### config.mk
export PLATFORM = sky130hd
export DESIGN_NAME = dmac_apb_slave_flat
export DESIGN_NICKNAME = d
export VERILOG_FILES = /design/src/rtl/dmac_pkg.sv /design/src/rtl/dmac_apb_slave_if.sv /design/src/rtl/dmac_apb_slave.sv /design/src/flat_wrapper.sv
export SDC_FILE = /design/constraint.sdc
export NUM_CORES = 1
export LEC_CHECK = 0
export BUFFER_PORTS_ARGS = -buffer_cell sky130_fd_sc_hd__buf_2
export CAP_MARGIN = 10
export CORE_ASPECT_RATIO = 0.75
export CORE_MARGIN = 2
export CORE_UTILIZATION = 53
export CTS_CLUSTER_DIAMETER = 120
export DETAILED_ROUTE_END_ITERATION = 10
export PLACE_DENSITY = 0.79
export SYNTH_ARGS = -nofsm -noshare
export SYNTH_HDL_FRONTEND = slang
export SYNTH_SLANG_ARGS = --single-unit
### constraint.sdc
create_clock -name clk -period 2.7 [get_ports clk]
set_clock_uncertainty 0.15 [all_clocks]
set_input_delay 0 -clock clk [delete_from_list [all_inputs] [get_ports clk]]
set_output_delay 0 -clock clk [all_outputs]
set_load 0.005 [all_outputs]
### src/rtl/dmac_pkg.sv
// Shared definitions for the DMAC configuration space: register offsets,
// CMD/STATUS bit positions and the APB slave state encoding.
package dmac_pkg;

    localparam logic [11:0] REG_VERSION  = 12'h000;
    localparam logic [11:0] REG_SRC_ADDR = 12'h100;
    localparam logic [11:0] REG_DST_ADDR = 12'h104;
    localparam logic [11:0] REG_BYTE_LEN = 12'h108;
    localparam logic [11:0] REG_CMD      = 12'h10C;
    localparam logic [11:0] REG_STATUS   = 12'h110;

    localparam int CMD_START_BIT   = 0;
    localparam int CMD_CLEAR_BIT   = 1;
    localparam int STATUS_BUSY_BIT = 0;
    localparam int STATUS_DONE_BIT = 1;

    typedef enum logic [1:0] {
        IDLE = 2'd0,
        WAIT = 2'd1,
        RESP = 2'd2
    } apb_state_t;

endpackage

### src/rtl/dmac_apb_slave_if.sv
// APB3 bus bundle between the system interconnect and the DMAC config slave.
interface dmac_apb_slave_if;

    logic        psel_i;
    logic        penable_i;
    logic [11:0] paddr_i;
    logic        pwrite_i;
    logic [31:0] pwdata_i;
    logic        pready_o;
    logic [31:0] prdata_o;
    logic        pslverr_o;

    modport slave (
        input  psel_i, penable_i, paddr_i, pwrite_i, pwdata_i,
        output pready_o, prdata_o, pslverr_o
    );

    modport master (
        output psel_i, penable_i, paddr_i, pwrite_i, pwdata_i,
        input  pready_o, prdata_o, pslverr_o
    );

endinterface

### src/rtl/dmac_apb_slave.sv
// APB3 slave for the DMAC configuration registers. Every transfer takes one
// wait state: the address is decoded in WAIT and the response is presented
// fully registered in RESP, where an accepted write is committed.
module dmac_apb_slave
    import dmac_pkg::*;
#(
    parameter logic [31:0] VERSION = 32'h0001_2024
) (
    input  logic                   clk,
    input  logic                   rst_n,
    dmac_apb_slave_if.slave        apb,
    output logic [31:0]            src_addr_o,
    output logic [31:0]            dst_addr_o,
    output logic [15:0]            byte_len_o,
    output logic                   start_o,
    input  logic                   done_i
);

    apb_state_t  r_state;
    logic [9:0]  r_word;
    logic        r_write;
    logic [31:0] r_wdata;
    logic        r_accept;
    logic        r_pready;
    logic [31:0] r_prdata;
    logic        r_pslverr;

    logic [31:0] r_src;
    logic [31:0] r_dst;
    logic [15:0] r_len;
    logic        r_start;
    logic        r_busy;
    logic        r_done;

    logic [31:0] w_rdata;
    logic        w_err;
    logic        w_accept;
    logic        w_commit;
    logic        w_cmdCommit;
    logic        w_startCommit;
    logic        w_clearCommit;
    logic        w_doneSet;

    // Decode the captured word address into read data, error and accept flags.
    always_comb begin
        w_rdata  = '0;
        w_err    = 1'b0;
        w_accept = 1'b0;
        case (r_word)
            REG_VERSION[11:2]: begin
                w_err = r_write;
                if (!r_write) w_rdata = VERSION;
            end
            REG_SRC_ADDR[11:2]: begin
                if (r_write) begin
                    w_err    = r_busy;
                    w_accept = !r_busy;
                end else begin
                    w_rdata = r_src;
                end
            end
            REG_DST_ADDR[11:2]: begin
                if (r_write) begin
                    w_err    = r_busy;
                    w_accept = !r_busy;
                end else begin
                    w_rdata = r_dst;
                end
            end
            REG_BYTE_LEN[11:2]: begin
                if (r_write) begin
                    w_err    = r_busy;
                    w_accept = !r_busy;
                end else begin
                    w_rdata = {16'h0000, r_len};
                end
            end
            REG_CMD[11:2]: begin
                if (r_write) begin
                    w_err    = r_wdata[CMD_START_BIT] && r_busy;
                    w_accept = !(r_wdata[CMD_START_BIT] && r_busy);
                end
            end
            REG_STATUS[11:2]: begin
                w_err = r_write;
                if (!r_write) begin
                    w_rdata[STATUS_BUSY_BIT] = r_busy;
                    w_rdata[STATUS_DONE_BIT] = r_done;
                end
            end
            default: begin
                w_err = 1'b1;
            end
        endcase
    end

    assign w_commit      = (r_state == RESP) && apb.psel_i && r_accept;
    assign w_cmdCommit   = w_commit && (r_word == REG_CMD[11:2]);
    assign w_startCommit = w_cmdCommit && r_wdata[CMD_START_BIT];
    assign w_clearCommit = w_cmdCommit && r_wdata[CMD_CLEAR_BIT];
    assign w_doneSet     = done_i && (r_busy || w_startCommit);

    // APB transfer FSM with registered pready/prdata/pslverr.
    always_ff @(posedge clk or negedge rst_n) begin
        if (!rst_n) begin
            r_state   <= IDLE;
            r_word    <= '0;
            r_write   <= 1'b0;
            r_wdata   <= '0;
            r_accept  <= 1'b0;
            r_pready  <= 1'b0;
            r_prdata  <= '0;
            r_pslverr <= 1'b0;
        end else begin
            case (r_state)
                IDLE: begin
                    r_pready <= 1'b0;
                    r_accept <= 1'b0;
                    if (apb.psel_i && !apb.penable_i) begin
                        r_word  <= apb.paddr_i[11:2];
                        r_write <= apb.pwrite_i;
                        r_wdata <= apb.pwdata_i;
                        r_state <= WAIT;
                    end
                end
                WAIT: begin
                    if (!apb.psel_i) begin
                        r_pready <= 1'b0;
                        r_accept <= 1'b0;
                        r_state  <= IDLE;
                    end else begin
                        r_prdata  <= w_rdata;
                        r_pslverr <= w_err;
                        r_accept  <= w_accept;
                        r_pready  <= 1'b1;
                        r_state   <= RESP;
                    end
                end
                RESP: begin
                    r_pready <= 1'b0;
                    r_accept <= 1'b0;
                    r_state  <= IDLE;
                end
                default: begin
                    r_pready <= 1'b0;
                    r_accept <= 1'b0;
                    r_state  <= IDLE;
                end
            endcase
        end
    end

    // Configuration registers, written only on the commit edge of RESP.
    always_ff @(posedge clk or negedge rst_n) begin
        if (!rst_n) begin
            r_src <= '0;
            r_dst <= '0;
            r_len <= '0;
        end else if (w_commit) begin
            if (r_word == REG_SRC_ADDR[11:2]) r_src <= r_wdata;
            if (r_word == REG_DST_ADDR[11:2]) r_dst <= r_wdata;
            if (r_word == REG_BYTE_LEN[11:2]) r_len <= r_wdata[15:0];
        end
    end

    // Engine handshake: start pulse, busy tracking and the sticky done flag.
    always_ff @(posedge clk or negedge rst_n) begin
        if (!rst_n) begin
            r_start <= 1'b0;
            r_busy  <= 1'b0;
            r_done  <= 1'b0;
        end else begin
            r_start <= w_startCommit;
            if (w_startCommit) begin
                r_busy <= 1'b1;
            end else if (done_i && r_busy) begin
                r_busy <= 1'b0;
            end
            if (w_doneSet) begin
                r_done <= 1'b1;
            end else if (w_clearCommit) begin
                r_done <= 1'b0;
            end
        end
    end

    assign apb.pready_o  = r_pready;
    assign apb.prdata_o  = r_prdata;
    assign apb.pslverr_o = r_pslverr;
    assign src_addr_o    = r_src;
    assign dst_addr_o    = r_dst;
    assign byte_len_o    = r_len;
    assign start_o       = r_start;

endmodule

### src/flat_wrapper.sv
// flat-port wrapper written by rule: the top's interface ports become plain ports
module dmac_apb_slave_flat import dmac_pkg::*;
#(
    parameter logic [31:0] VERSION = 32'h0001_2024
)
  (clk, rst_n, src_addr_o, dst_addr_o, byte_len_o, start_o, done_i, apb_psel_i, apb_penable_i, apb_paddr_i, apb_pwrite_i, apb_pwdata_i, apb_pready_o, apb_prdata_o, apb_pslverr_o);
  dmac_apb_slave_if apb_i ();
  input  logic clk;
  input  logic rst_n;
  output logic [31:0] src_addr_o;
  output logic [31:0] dst_addr_o;
  output logic [15:0] byte_len_o;
  output logic start_o;
  input  logic done_i;
  input wire logic [$bits(apb_i.psel_i)-1:0] apb_psel_i;
  input wire logic [$bits(apb_i.penable_i)-1:0] apb_penable_i;
  input wire logic [$bits(apb_i.paddr_i)-1:0] apb_paddr_i;
  input wire logic [$bits(apb_i.pwrite_i)-1:0] apb_pwrite_i;
  input wire logic [$bits(apb_i.pwdata_i)-1:0] apb_pwdata_i;
  output wire logic [$bits(apb_i.pready_o)-1:0] apb_pready_o;
  output wire logic [$bits(apb_i.prdata_o)-1:0] apb_prdata_o;
  output wire logic [$bits(apb_i.pslverr_o)-1:0] apb_pslverr_o;
  assign apb_i.psel_i = apb_psel_i;
  assign apb_i.penable_i = apb_penable_i;
  assign apb_i.paddr_i = apb_paddr_i;
  assign apb_i.pwrite_i = apb_pwrite_i;
  assign apb_i.pwdata_i = apb_pwdata_i;
  assign apb_pready_o = apb_i.pready_o;
  assign apb_prdata_o = apb_i.prdata_o;
  assign apb_pslverr_o = apb_i.pslverr_o;
  dmac_apb_slave #(.VERSION(VERSION)) u_core (.clk(clk), .rst_n(rst_n), .apb(apb_i), .src_addr_o(src_addr_o), .dst_addr_o(dst_addr_o), .byte_len_o(byte_len_o), .start_o(start_o), .done_i(done_i));
endmodule
; After elaboration in Yosys (flattened, before gate mapping)
; Index checks and enable logic that the tools add are counted.
[word_totals]
reg_bits = 163
out_inout_bits = 115
[op_classes]
eq_ne = 8
muxes = 24
n_reduce_logical = 24
[op_table]
columns = operator, n
row1 = 30-bit one-hot mux with 4 select lines, 1
row2 = 32-bit 2-to-1 mux, 2
row3 = "10-bit by 7-bit == test with 1-bit output, second input constant", 5
row4 = 17-bit 2-to-1 mux, 1
row5 = 16-bit 2-to-1 mux, 1
row6 = 1-bit 2-to-1 mux, 12
row7 = 10-bit zero test, 1
row8 = 2-bit one-hot mux with 5 select lines, 1
row9 = 2-bit AND reduction, 5
row10 = 1-bit logical AND, 9
row11 = 2-bit 2-to-1 mux, 3
row12 = 2-bit one-hot mux with 2 select lines, 1
row13 = 2-bit nonzero test, 2
row14 = 1-bit zero test, 3
row15 = 1-bit one-hot mux with 3 select lines, 1
row16 = 3-bit OR reduction, 1
row17 = "2-bit by 1-bit == test with 1-bit output, second input constant", 1
row18 = "2-bit == test, second input constant", 1
row19 = 2-bit zero test, 1
row20 = "2-bit by 1-bit != test with 1-bit output, second input constant", 1
row21 = 1-bit one-hot mux with 2 select lines, 1
row22 = 2-bit OR reduction, 1
row23 = 1-bit logical OR, 1

; Logic depth before layout (Yosys ltp)
[logic_depth]
word_depth = 8
depth_mapped = 7
ltp_nobuf = 4

; Worst setup path before layout
; Ideal clock, no wire load.
[synth_timing]
path_kind = flip-flop to flip-flop
start = register u_core.r_word[5]
end = register u_core.r_dst[10], in the netlist u_core.dst_addr_o[10]
setup_ns = 0.125
arrival_time_ns = 2.101
path_slack_ns = 0.324
path_stages_with_launch = 7
cell_sequence = dfrtp_1 -> or4_1 -> buf_2 -> or4_4 -> buf_6 -> buf_12 -> mux2_4
[synth_via]
elab_chain_len = 2
[synth_lines]
columns = element, line
row1 = "start, declared", dmac_apb_slave.sv:20  ; logic [9:0] r_word;
row2 = "start signal, assigned", dmac_apb_slave.sv:120  ; r_word <= apb.paddr_i[11:2];
row3 = 10-bit by 7-bit == test with 1-bit output, dmac_apb_slave.sv:161  ; if (r_word == REG_DST_ADDR[11:2]) r_dst <= r_wdata;
row4 = 2-bit AND reduction (no source line), --
row5 = "end signal, assigned", dmac_apb_slave.sv:161
row6 = "end, declared", dmac_apb_slave.sv:29  ; logic [31:0] r_dst;
; No other way between the ends.
; A chain may end at the register's enable or synchronous reset.

; Worst setup path after layout
[layout_timing]
start = register u_core.r_state[0]
end = register u_core.r_word[2]
[layout_via]
elab_chain_len = 2
[layout_lines]
columns = element, line
row1 = "start, declared", dmac_apb_slave.sv:19  ; apb_state_t r_state;
row2 = "start signal, assigned", dmac_apb_slave.sv:106  ; r_state <= IDLE;
row3 = "start signal, assigned", dmac_apb_slave.sv:123  ; r_state <= WAIT;
row4 = "start signal, assigned", dmac_apb_slave.sv:130  ; r_state <= IDLE;
row5 = 2-bit zero test, dmac_apb_slave.sv:115  ; case (r_state)
row6 = 2-bit AND reduction (no source line), --
; No other way between the ends.

==> out/qor.log <==
qor: clocking.clock_insertion_delay_worst_skew 0.41 ns
qor: synth.synth_edf_count 0
qor: placed_design.post_dp_cell_area 7838 µm²
qor: worst_setup_path.reg2reg_from u_core.r_state[0]
qor: sta.max_slew.worst_pin.slew 0.6898 ns
qor: sta.report.final.setup_viol 0
qor: worst_setup_path.worstPathRequired 2.89 ns
qor: pwr.power.density_cell_area 660.1 nW/µm²
qor: pwr.power.switching 0.001411 W
qor: global_routing.first_global_vias 5092
qor: worst_setup_path.critical_path_arrival 2.84 ns
qor: synth.postSynthNetCount 545
qor: worst_setup_path.critical_path.max_fanout 10
qor: placed_design.placed_wire_length_estimate_after_detailed_placement 10570 µm
qor: clocking.numClockSinks 163
qor: worst_setup_path.crit_type flop to flop
qor: status.status finished clean
qor: layout.num-nets-final 772
qor: global_routing.global_route.usage.total 0.2629
qor: worst_setup_path.worst_r2r_setup_slack 0.05 ns
qor: worst_setup_path.slowest_stage sky130_fd_sc_hd__dlygate4sd3_1
qor: pwr.p_leak 4.768 nW
qor: clocking.cts_buffers 17
qor: synth.synth_warnings 0
qor: floorplan.die_area 13800 µm²
qor: sta.post-route-min-period 2.648 ns
qor: global_routing.first_pass_grt_wire_length 27540 µm
qor: layout.syn2layout_area_growth 33.63%
qor: flow_run.max_cap_violations 0
qor: routing.route.detailed.vias_per_inst 5.491
qor: clocking.clock_tree_from_tritoncts done
qor: pwr.power.sequential.fraction 0.452
qor: clocking.clock_tree.htree_level_count 4
qor: sta.finalHoldWorstSlack 0.007814 ns
qor: worst_setup_path.timing.critical_path.from_type flop
qor: routing.ant_nets 0
qor: floorplan.boundaryPins 165
qor: sta.max_freq 0.3777 GHz
qor: worst_setup_path.r2r_end u_core.r_word[2]
qor: global_routing.maximum_number_of_pins_on_one_net_before_global_route_repair 68
qor: placed_design.place.port_buffers 162
qor: pwr.max-vdd-ir-drop 0.0004638 V
qor: clocking.clk_path_buf_depth 2
qor: floorplan.row_count 35
qor: synth.synth-async-reset-ratio 1.000
qor: routing.post_drt_wl_per_cell 20.03 µm
qor: synth.netlist_area 6820 µm²
qor: synth.netlist_instances 495
qor: sta.timing.slew.headroom 0.5359
qor: pwr.internal_power_of_the_cells 0.004605 W
qor: synth.synth.area.top_cells sky130_fd_sc_hd__dfrtp_1, sky130_fd_sc_hd__mux2_2, sky130_fd_sc_hd__mux2_4
qor: synth.ys.flop_type sky130_fd_sc_hd__dfrtp_1
qor: routing.drt_iter0_markers 379
qor: routing.route.final.wire_length 18050 µm
qor: worst_setup_path.path_cells nor4b_4, clkbuf_16, nand2_1, dlygate4sd3_1, o21ai_0, dlygate4sd3_1
qor: pwr.p_total 0.006016 W
qor: sta.slew_viols_final 0
qor: global_routing.grt.overflow.total 0
qor: worst_setup_path.critPathCaptureType flop
qor: worst_hold_path.worst_hold_path_type input pin to async pin
qor: floorplan.die_x 135.0 µm
qor: layout.post_route_cells_drive_above_1_share 0.4612
qor: synth.synth.avg_cell_area 13.78 µm²
qor: clocking.clkSlewWorstSetupHoldPaths 0.06 ns
qor: global_routing.antenna_found_initial 0
qor: worst_setup_path.critPathBufInv 3
qor: layout.layout.cell_area.non_filler 9114 µm²
qor: worst_setup_path.path_common_cell sky130_fd_sc_hd__dlygate4sd3_1
qor: synth.yosys.area.top_type_share 0.5981
qor: pwr.power.share.switching 0.2346
qor: routing.via_count 4947
qor: synth.synth.distinct_cells 37
qor: worst_setup_path.worst_path_dominant_cell_family buffers and inverters
qor: worst_setup_path.timing.critical_path.slowest_cell_delay 0.60 ns
qor: placed_design.gp_congestion 0.8211
qor: synth.synth_seq_area_share 0.5981
qor: synth.ys_seq_elements 163
qor: sta.timing.final.hold_violations 0
qor: routing.detailedRoute.firstPassIterationCount 5
qor: worst_setup_path.timing.reg2reg.worst_path_depth 6
qor: sta.timing.setup.tns 0 ns
qor: layout.n_diodes 0
qor: pwr.clkPwrFrac 0.455
qor: sta.final_min_period_over_clock_period 0.9807
qor: synth.synth.largest_area_cell sky130_fd_sc_hd__dfrtp_1
qor: floorplan.core-area 12440 µm²
qor: floorplan.initial_core_util 0.5484
qor: pwr.power.share.combinational 0.093
qor: layout.final_core_utilization 0.7328
qor: floorplan.floorplan.die.height 102.2 µm
qor: routing.remaining_drc_errors 0
qor: clocking.clock-root-buffer sky130_fd_sc_hd__clkbuf_16
## cell families (layout without fill, tap and decap cells)
| kind of cell | after synthesis | after routing | share of synthesized area |
|---|---|---|---|
| compound gates | 65 | 65 | 0.05375 |
| fa+ha+maj | 1 | 1 | 0.001468 |
| buf+inv | 35 | 275 | 0.02843 |
| flops | 163 | 163 | 0.5981 |
| mux | 153 | 153 | 0.2633 |
| simple gates | 78 | 78 | 0.05504 |
## metrics by stage
step	setup slack, ns	instances
global placement	0.2061	809
CTS	0.05951	897
detailed placement	0.1699	809
global route	-0.02298	901
finish	0.05213	901
floorplan	0.3238	495
## power groups by stage
stage	registers (W)	logic (W)	clock network (W)
after global routing	0.00274	0.000603	0.00287
final	0.00272	0.000560	0.00274
after CTS	0.00271	0.000539	0.00275
after floorplan	0.00269	0.000313	0
after detailed placement	0.00276	0.000452	0
after global placement	0.00274	0.000436	0
## layout make-up
type | instances | area, µm²
fillers | 836 | 3323
well taps | 166 | 207.7
flip-flops and latches | 163 | 4080
multi-input cells | 297 | 2565
clock inverters | 13 | 231.5
inverters | 5 | 18.77
repair buffers | 238 | 1578
clock buffers | 19 | 432.9
## flip-flops by register name, summed over array words and instances (netlist names)
| name | count |
|---|---|
| u_core.src_addr_o | 32 |
| u_core.apb.pready_o | 1 |
| u_core.r_done | 1 |
| u_core.byte_len_o | 16 |
| u_core.dst_addr_o | 32 |
| u_core.start_o | 1 |
| u_core.r_word | 10 |
| u_core.apb.pslverr_o | 1 |
| u_core.r_accept | 1 |
| u_core.r_wdata | 32 |
| u_core.r_busy | 1 |
| u_core.apb.prdata_o | 32 |
| u_core.r_write | 1 |
| u_core.r_state | 2 |
## layout by cell type (no fill, tap or decap), types with 2 or more instances in the layout
| master | n |
|---|---|
| sky130_fd_sc_hd__dfrtp_1 | 162 |
| sky130_fd_sc_hd__buf_2 | 161 |
| sky130_fd_sc_hd__mux2_2 | 91 |
| sky130_fd_sc_hd__dlygate4sd3_1 | 56 |
| sky130_fd_sc_hd__nand2_1 | 37 |
| sky130_fd_sc_hd__mux2i_1 | 32 |
| sky130_fd_sc_hd__mux2_4 | 30 |
| sky130_fd_sc_hd__o21ai_0 | 25 |
| sky130_fd_sc_hd__a21oi_1 | 18 |
| sky130_fd_sc_hd__clkbuf_16 | 18 |
| sky130_fd_sc_hd__nor2_1 | 17 |
| sky130_fd_sc_hd__buf_4 | 15 |
| sky130_fd_sc_hd__o21ai_1 | 10 |
| sky130_fd_sc_hd__o2bb2ai_1 | 6 |
| sky130_fd_sc_hd__bufinv_16 | 6 |
| sky130_fd_sc_hd__inv_1 | 5 |
| sky130_fd_sc_hd__or4_1 | 3 |
| sky130_fd_sc_hd__nor4_1 | 3 |
| sky130_fd_sc_hd__clkinv_2 | 3 |
| sky130_fd_sc_hd__buf_6 | 3 |
| sky130_fd_sc_hd__nand4b_1 | 2 |
| sky130_fd_sc_hd__nand2b_1 | 2 |
| sky130_fd_sc_hd__nor3_1 | 2 |
| sky130_fd_sc_hd__and4_1 | 2 |
| sky130_fd_sc_hd__a32oi_1 | 2 |
| sky130_fd_sc_hd__clkbuf_1 | 2 |
| sky130_fd_sc_hd__clkinv_4 | 2 |
| sky130_fd_sc_hd__buf_12 | 2 |
## routing by layer
layer,track usage,wire [µm],vias to the layer above,share of wire
met5,0,0,-,0
met1,0.3476,7791,2486,0.43
met2,0.4307,8800,221,0.49
li1,-,-,2216,-
met4,0.08814,199,0,0.011
met3,0.06845,1254,24,0.069
## cell usage after synthesis, drive strengths merged, types with 3 or more instances
master and count:
nor4 3, nor2 17, dfrtp 163, buf 18
mux2i 32, o21ai 35, o2bb2ai 6, inv 5
nand2 38, a21oi 18, or4 4, clkbuf 12
mux2 121
## worst max path at each step
stage,startpoint,endpoint,slack [ns],depth (start not counted)
after detailed placement,u_core.r_word[5],u_core.dst_addr_o[20],0.17,4
after global placement,u_core.r_word[5],u_core.dst_addr_o[18],0.21,4
after floorplan,u_core.r_word[5],u_core.dst_addr_o[10],0.32,6
after CTS,u_core.r_state[1],u_core.r_word[2],0.06,6
final,u_core.r_state[0],u_core.r_word[2],0.05,6
after global routing,u_core.r_state[0],u_core.r_word[2],-0.02,6
## repair_timing
action / CTS / global route
resized for setup: 0 / 2
setup endpoints to repair: 0 / 2
hold buffers: 56 / 0
endpoints found under the hold margin: 173 / 0
buffers inserted: 0 / 2
(Power assumes the default switching activity.)
